===== src/rtl/instruction_sequencer.sv =====
// Four-phase instruction sequencer with instruction register, group decode,
// PC-increment pulse, retired-instruction counter and halt state.
module instruction_sequencer #(
    parameter int          COUNT_WIDTH = 16,
    parameter logic [15:0] RESET_IR    = 16'h0000
) (
    input  logic                   CLK,
    input  logic                   RESET,
    input  logic [15:0]            DATA_IN,
    input  logic                   DATA_VALID,
    input  logic                   HOLD,
    input  logic                   HALT_REQ,
    output logic                   MEM_RD,
    output logic                   FETCH,
    output logic                   DECODE,
    output logic                   EXECUTE,
    output logic                   COMMIT,
    output logic [13:0]            INSTRUCTION,
    output logic [1:0]             GROUP,
    output logic                   GRP_SYS,
    output logic                   GRP_LDS,
    output logic                   GRP_JMP,
    output logic                   GRP_ALU,
    output logic                   PC_INC,
    output logic [COUNT_WIDTH-1:0] RETIRED,
    output logic                   HALTED
);

    typedef enum logic [2:0] {
        S_FETCH,
        S_DECODE,
        S_EXECUTE,
        S_COMMIT,
        S_HALTED
    } state_t;

    localparam logic [COUNT_WIDTH-1:0] ONE = {{(COUNT_WIDTH-1){1'b0}}, 1'b1};

    state_t                 state;
    state_t                 state_nxt;
    logic [15:0]            ir;
    logic [COUNT_WIDTH-1:0] retired;
    logic                   grp_en;

    always_ff @(posedge CLK) begin
        if (RESET) begin
            state   <= S_FETCH;
            ir      <= RESET_IR;
            retired <= '0;
        end else begin
            state <= state_nxt;
            if (state == S_FETCH && DATA_VALID)
                ir <= DATA_IN;
            if (state == S_COMMIT)
                retired <= retired + ONE;
        end
    end

    always_comb begin
        state_nxt = state;
        FETCH     = 1'b0;
        DECODE    = 1'b0;
        EXECUTE   = 1'b0;
        COMMIT    = 1'b0;
        HALTED    = 1'b0;
        unique case (state)
            S_FETCH: begin
                FETCH = 1'b1;
                if (DATA_VALID)
                    state_nxt = S_DECODE;
            end
            S_DECODE: begin
                DECODE    = 1'b1;
                state_nxt = S_EXECUTE;
            end
            S_EXECUTE: begin
                EXECUTE = 1'b1;
                if (!HOLD)
                    state_nxt = S_COMMIT;
            end
            S_COMMIT: begin
                COMMIT    = 1'b1;
                state_nxt = HALT_REQ ? S_HALTED : S_FETCH;
            end
            S_HALTED: begin
                HALTED = 1'b1;
            end
            default: begin
                state_nxt = S_FETCH;
            end
        endcase
    end

    // Group enables only while an instruction is resident past fetch.
    assign grp_en      = DECODE | EXECUTE | COMMIT;
    assign MEM_RD      = FETCH;
    assign PC_INC      = COMMIT;
    assign INSTRUCTION = ir[13:0];
    assign GROUP       = ir[15:14];
    assign GRP_SYS     = grp_en && (ir[15:14] == 2'b00);
    assign GRP_LDS     = grp_en && (ir[15:14] == 2'b01);
    assign GRP_JMP     = grp_en && (ir[15:14] == 2'b10);
    assign GRP_ALU     = grp_en && (ir[15:14] == 2'b11);
    assign RETIRED     = retired;

endmodule


===== config.mk =====
export PLATFORM = sky130hd
export DESIGN_NAME = instruction_sequencer
export DESIGN_NICKNAME = d
export VERILOG_FILES = /design/src/rtl/instruction_sequencer.sv
export SDC_FILE = /design/constraint.sdc
export NUM_CORES = 1
export LEC_CHECK = 0
export ABC_AREA = 1
export CORE_UTILIZATION = 40
export CTS_BUF_LIST = sky130_fd_sc_hd__clkbuf_2
export CTS_CLUSTER_DIAMETER = 50
export CTS_CLUSTER_SIZE = 30
export DETAILED_ROUTE_END_ITERATION = 8
export PLACE_DENSITY_LB_ADDON = 0.25
export SYNTH_ARGS = -nofsm -noshare
export SYNTH_HDL_FRONTEND = slang
export SYNTH_SLANG_ARGS = --single-unit

===== constraint.sdc =====
create_clock -name CLK -period 1.3 [get_ports CLK]
set_clock_uncertainty 0.2 [all_clocks]
set_input_delay 0.195 -clock CLK [delete_from_list [all_inputs] [get_ports CLK]]
set_output_delay 0.195 -clock CLK [all_outputs]
set_load 0.01 [all_outputs]

Word level (Yosys, flattened, before mapping)
Index checks and enable logic that the tools add are counted.
{"block": "op_classes", "addsub": 1, "shifts": 0, "eq_ne": 9, "reduce_logical": 8, "n_mul": 0, "n_mux": 9, "div": 0, "n_bitwise": 3, "n_lt_le_gt_ge": 0}
{"cell": "adder 16 x 1 -> 16 bit (second input constant)", "n": 1}
{"cell": "one-hot mux 3 bit (5 select lines)", "n": 1}
{"cell": "2-to-1 mux 3 bit", "n": 3}
{"cell": "equality test 3 x 2 -> 1 bit (second input constant)", "n": 2}
{"cell": "logical AND 1 bit", "n": 5}
{"cell": "2-to-1 mux 1 bit", "n": 5}
{"cell": "equality test 2 bit (second input constant)", "n": 2}
{"cell": "!= test 2 bit (second input constant)", "n": 2}
{"cell": "equality test 3 x 1 -> 1 bit (second input constant)", "n": 1}
{"cell": "equality test 3 bit (second input constant)", "n": 1}
{"cell": "logical NOT 3 bit", "n": 1}
{"cell": "AND reduction 3 bit", "n": 1}
{"cell": "equality test 2 x 1 -> 1 bit (second input constant)", "n": 1}
{"cell": "logical NOT 2 bit", "n": 1}
{"cell": "bitwise OR 1 bit", "n": 2}
{"cell": "inverter 1 bit", "n": 1}
{"block": "totals", "rom_bits": 0, "mem_count": 0, "out_inout_bits": 43, "wordCells": 33, "latchBits": 0, "ff_bits": 35, "in_bits": 21, "mem_bits_rw": 0}

Depth between registers and ports, before layout
{"block": "logic_depth", "word_depth": 5, "mapped_depth": 8}

Worst setup path before layout
OpenSTA, ideal clock, no wires.
{"block": "synth_timing", "path_type": "register to register", "from": "register retired[0], in the netlist RETIRED[0]", "to": "register retired[10], in the netlist RETIRED[10]", "setup_time_ns": 0.113, "t_arrival_ns": 1.184, "path_stages_with_launch": 7, "required_time_ns": 0.987, "slack_ns": -0.197, "path_buffers": 0, "path_cell_list": "dfxtp_1 ha_1 nand4_1 nor2_2 nand2_1 nor2_1 nor2_1"}
{"block": "synth_between", "elab_chain_cells": 1}
{"item": "start: declaration", "line_no": "42", "source": "logic [COUNT_WIDTH-1:0] retired;"}
{"item": "start signal: assignment", "line_no": "55", "source": "retired <= retired + ONE;"}
{"item": "adder 16 x 1 -> 16 bit", "line_no": "55"}
No other way between the ends.
A chain may end at the register's enable or synchronous reset.

Worst setup path after layout
{"block": "layout_timing", "from": "register state[0]", "to": "output PC_INC"}
{"block": "layout_between", "elab_chain_cells": 2}
{"item": "start: declaration", "line_no": "39", "source": "state_t state;"}
{"item": "start signal: assignment", "line_no": "51", "source": "state <= state_nxt;"}
{"item": "equality test 3 x 2 -> 1 bit", "line_no": "66", "source": "unique case (state)"}
{"item": "2-to-1 mux 1 bit", "line_no": "66"}
{"item": "end: declaration", "line_no": "24", "source": "output logic PC_INC,"}
No other way between the ends.

==> qor.csv <==
stage,metric,value,unit
run_status,status,finished with violations,
run_status,violations,negative setup slack,
floorplanning,io_pins,64,
clocking,root_buffer,clkbuf_2,
clocking,htreeDepth,2,
yosys,ys_seq_elements,35,
yosys,async_flop_share,0,%
power,leakage,0.00143,uW
yosys,synth_top_area_share,44.6,%
detailed_routing,first_pass_iters,5,
global_routing,grt_pass1_wl,8.24,mm
yosys,synth_area_leaders,"dfxtp_1 (45%), nor2_1 (14%), nand2_1 (8.6%)",
yosys,yosysSeqAreaShare,44.6,%
yosys,yosysMostFrequentCell,nor2_1,
sta,holdWs,0.156,ns
detailed_routing,wl_met1,2.17,mm
detailed_routing,vias,1947,
detailed_routing,avgRoutedWirePerCell,13.3,um
sta,layout_setup_ws,-0.405,ns
floorplanning,die_x,64.7,um
detailed_routing,totalWireLength,5.31,mm
worst_setup_path,path_max_fanout,4,
clocking,clkTransAtPathRegs,0.17,ns
yosys,synth_adder_area_share,0.796,%
worst_setup_path,slowest_stage,dfxtp_2,
global_routing,grt_max_degree,18,
yosys,synth_mux_area_share,0,%
worst_setup_path,reg2reg_slack,-0.32,ns
yosys,syn_nets,252,
global_routing,antenna_found_initial,0,
worst_setup_path,r2r-end,RETIRED[10]$_SDFFE_PP0P_,
worst_setup_path,end_kind,primary output,
detailed_routing,drtAntennaViolNets,0,
clocking,cts.sinks,35,
yosys,synth_area_per_cell,6.84,um2
worst_setup_path,path_class,reg -> out,
finish,antennaDiodeCount,0,
yosys,synth_top_family_by_area,simple AND/OR/NAND/NOR gates,
detailed_routing,first_iter_violations,113,
sta,period_minus_slack,1.70,ns
yosys,ys_types,20,
worst_hold_path,min_to,state[2]$_SDFFE_PP0P_,
power,p_per_area,850,mW/mm2
global_routing,grt_usage,25.6,%
finish,drive_gt1_share,59.1,%
global_routing,grt_pass1_vias,1910,
finish,nets,373,
detailed_routing,top_layer_used,met4,
floorplanning,fp.coreArea,0.00372,mm2
floorplanning,dieHeight,64.7,um
sta,tightest_slew,0.345,ns
floorplanning,initial_utilization,42.3,%
worst_setup_path,r2r_start,state[2]$_SDFFE_PP0P_,
detailed_routing,drc,0,
clocking,insertion_delay,0.41,ns
yosys,synth_edf_count,0,
yosys,synth-compound-area-share,9.07,%
yosys,synth_common_cells,"nor2_1 (58), nand2_1 (36), dfxtp_1 (35)",
clocking,tritoncts,built,
place,place_hpwl,3.22,mm
yosys,synth.cell_area,0.00157,mm2
power,max-vdd-ir-drop,0.000647,V
worst_setup_path,crit_chain,buf_6 > nand2_4 > nor2_4 > buf_6,
clocking,clk_path_buf_depth,2,
sta,final-setup-viol-count,49,
yosys,synth_simple_gate_area_share,35.4,%
detailed_routing,via_per_inst,4.87,
worst_setup_path,cp_common_cell,buf_6,
sta,fin_setup_tns,-9.42,ns
yosys,synth_xor_area_share,0,%
worst_setup_path,cp.required,0.90,ns
sta,final_hold_viol_count,0,
floorplanning,fp.dieArea,0.00419,mm2
worst_setup_path,slowest_delay,0.40,ns
yosys,synth_flop_cell,dfxtp_1,
sta,slew_headroom,76.9,%
global_routing,overflow,0,
clocking,cts_buffers,5,
sta,final-max-slew-violation-count,0,
sta,fmax,587,MHz
yosys,yosys_warnings,0,
detailed_routing,wl_met2,2.86,mm
worst_setup_path,r2r_cells,8,
worst_setup_path,crit_arrival,1.31,ns
floorplanning,num_rows,22,
finish,area_growth,98.6,%
worst_hold_path,worstHoldStart,HALT_REQ,
sta,rsz0062_at_grt,true,
place,routabilityCongestion,0.821,
yosys,synth_top_area_cell,dfxtp_1,
yosys,postSynthCellCount,230,
place,port_buffers,63,
worst_hold_path,min_delay_path_depth,3,
flow_run,max-cap-violations,0,
sta,fin_crit_sh,131,%
worst_setup_path,cp-start-kind,flip-flop,
worst_hold_path,min-delay-path-class,in -> reg,
detailed_routing,dr_wl_met3,191,um
==> state kept, by name, summed over array words and instances, names as in the netlist <==
name / flops
ir: 16
state: 3
RETIRED: 16
==> worst max-delay path, delay by kind of cell, from the launching register on <==
family,cells,cell delay (ns)
buffers and inverters,2,0.28
flip-flops,1,0.40
AND/OR/NAND/NOR,2,0.24
==> metrics by stage <==
stage | area, um2 | utilization (%) | instances | setup slack (ns) | power (uW)
after global routing | 3120 | 84.1 | 400 | -0.471 | 2790
after CTS | 2890 | 77.8 | 400 | -0.366 | 2520
after detailed placement | 2590 | 69.7 | 375 | -0.415 | 1940
after floorplan | 1620 | - | 230 | -0.0781 | 1510
final | 3120 | 84.1 | 400 | -0.405 | 2660
after global placement | 2590 | 69.7 | 375 | -0.358 | 1920
==> cells by family (layout without fill, tap and decap cells) <==
kind of cell / count (synthesis) / count (layout)
simple gates: 127 / 127
buf+inv: 39 / 161
flops: 35 / 35
compound gates: 28 / 28
fa+ha+maj: 1 / 1
==> placed cells by master, fill, tap and decap left out <==
master / synthesis / routed
a21oi_2: 0 / 4
a21oi_1: 7 / 3
nor2_2: 1 / 5
o21ai_1: 0 / 1
nand2_1: 36 / 29
nand3_4: 0 / 2
clkinv_1: 0 / 1
clkinv_2: 0 / 1
clkbuf_2: 0 / 6
nor2_1: 58 / 48
ha_4: 0 / 1
inv_1: 31 / 26
nand4_1: 4 / 4
buf_6: 0 / 54
nand2_4: 1 / 4
nand3_2: 1 / 5
inv_2: 1 / 2
buf_2: 2 / 7
inv_4: 0 / 4
nand2_2: 2 / 6
o21a_1: 1 / 1
o21ai_2: 0 / 16
clkdlybuf4s50_1: 0 / 20
nor3_1: 11 / 4
o21ai_0: 20 / 3
buf_12: 0 / 1
nor3_4: 0 / 2
nor3_2: 0 / 5
dfxtp_2: 0 / 29
nand3_1: 10 / 4
dfxtp_4: 0 / 6
buf_4: 3 / 39
nor2_4: 3 / 9
==> layout make-up <==
type                    count  area [um2]
well taps                  48        60.1
multi-input cells         156         980
clock inverters             2        8.76
inverters                  32         130
fillers                   215         592
clock buffers               6        30.0
repair buffers            121        1160
flip-flops and latches     35         759
==> how the worst max path moves through the flow <==
stage               slack (ns)                  endpoint                    start
floorplan                -0.08  RETIRED[10]$_SDFFE_PP0P_  RETIRED[0]$_SDFFE_PP0P_
global placement         -0.36                   GRP_SYS    state[1]$_SDFFE_PP0P_
detailed placement       -0.41                   GRP_LDS    state[1]$_SDFFE_PP0P_
CTS                      -0.37                   GRP_LDS    state[1]$_SDFFE_PP0P_
global route             -0.47  RETIRED[10]$_SDFFE_PP0P_    state[2]$_SDFFE_PP0P_
finish                   -0.40                    PC_INC    state[0]$_SDFFE_PP0P_
==> routing by layer <==
layer  vias to the layer above  GRT usage [%]
met3                        13           4.58
met2                        42           47.3
met5                         -              0
li1                        963              -
met4                         0           11.4
met1                       929           28.0
==> power by group <==
part	internal (uW)	switching [uW]	leakage, uW
sequential	1170	69.6	0.000302
clock	132	384	0.0000304
combinational	485	421	0.00110
==> timing repair <==
item / 4_1_cts / 5_1_grt
setup endpoints to repair: 75 / 77
pin swaps: 29 / 19
hold buffers: 0 / 0
resized for setup: 292 / 54
setup buffers: 18 / 5
Note: power is estimated with default switching activity, not from simulation.
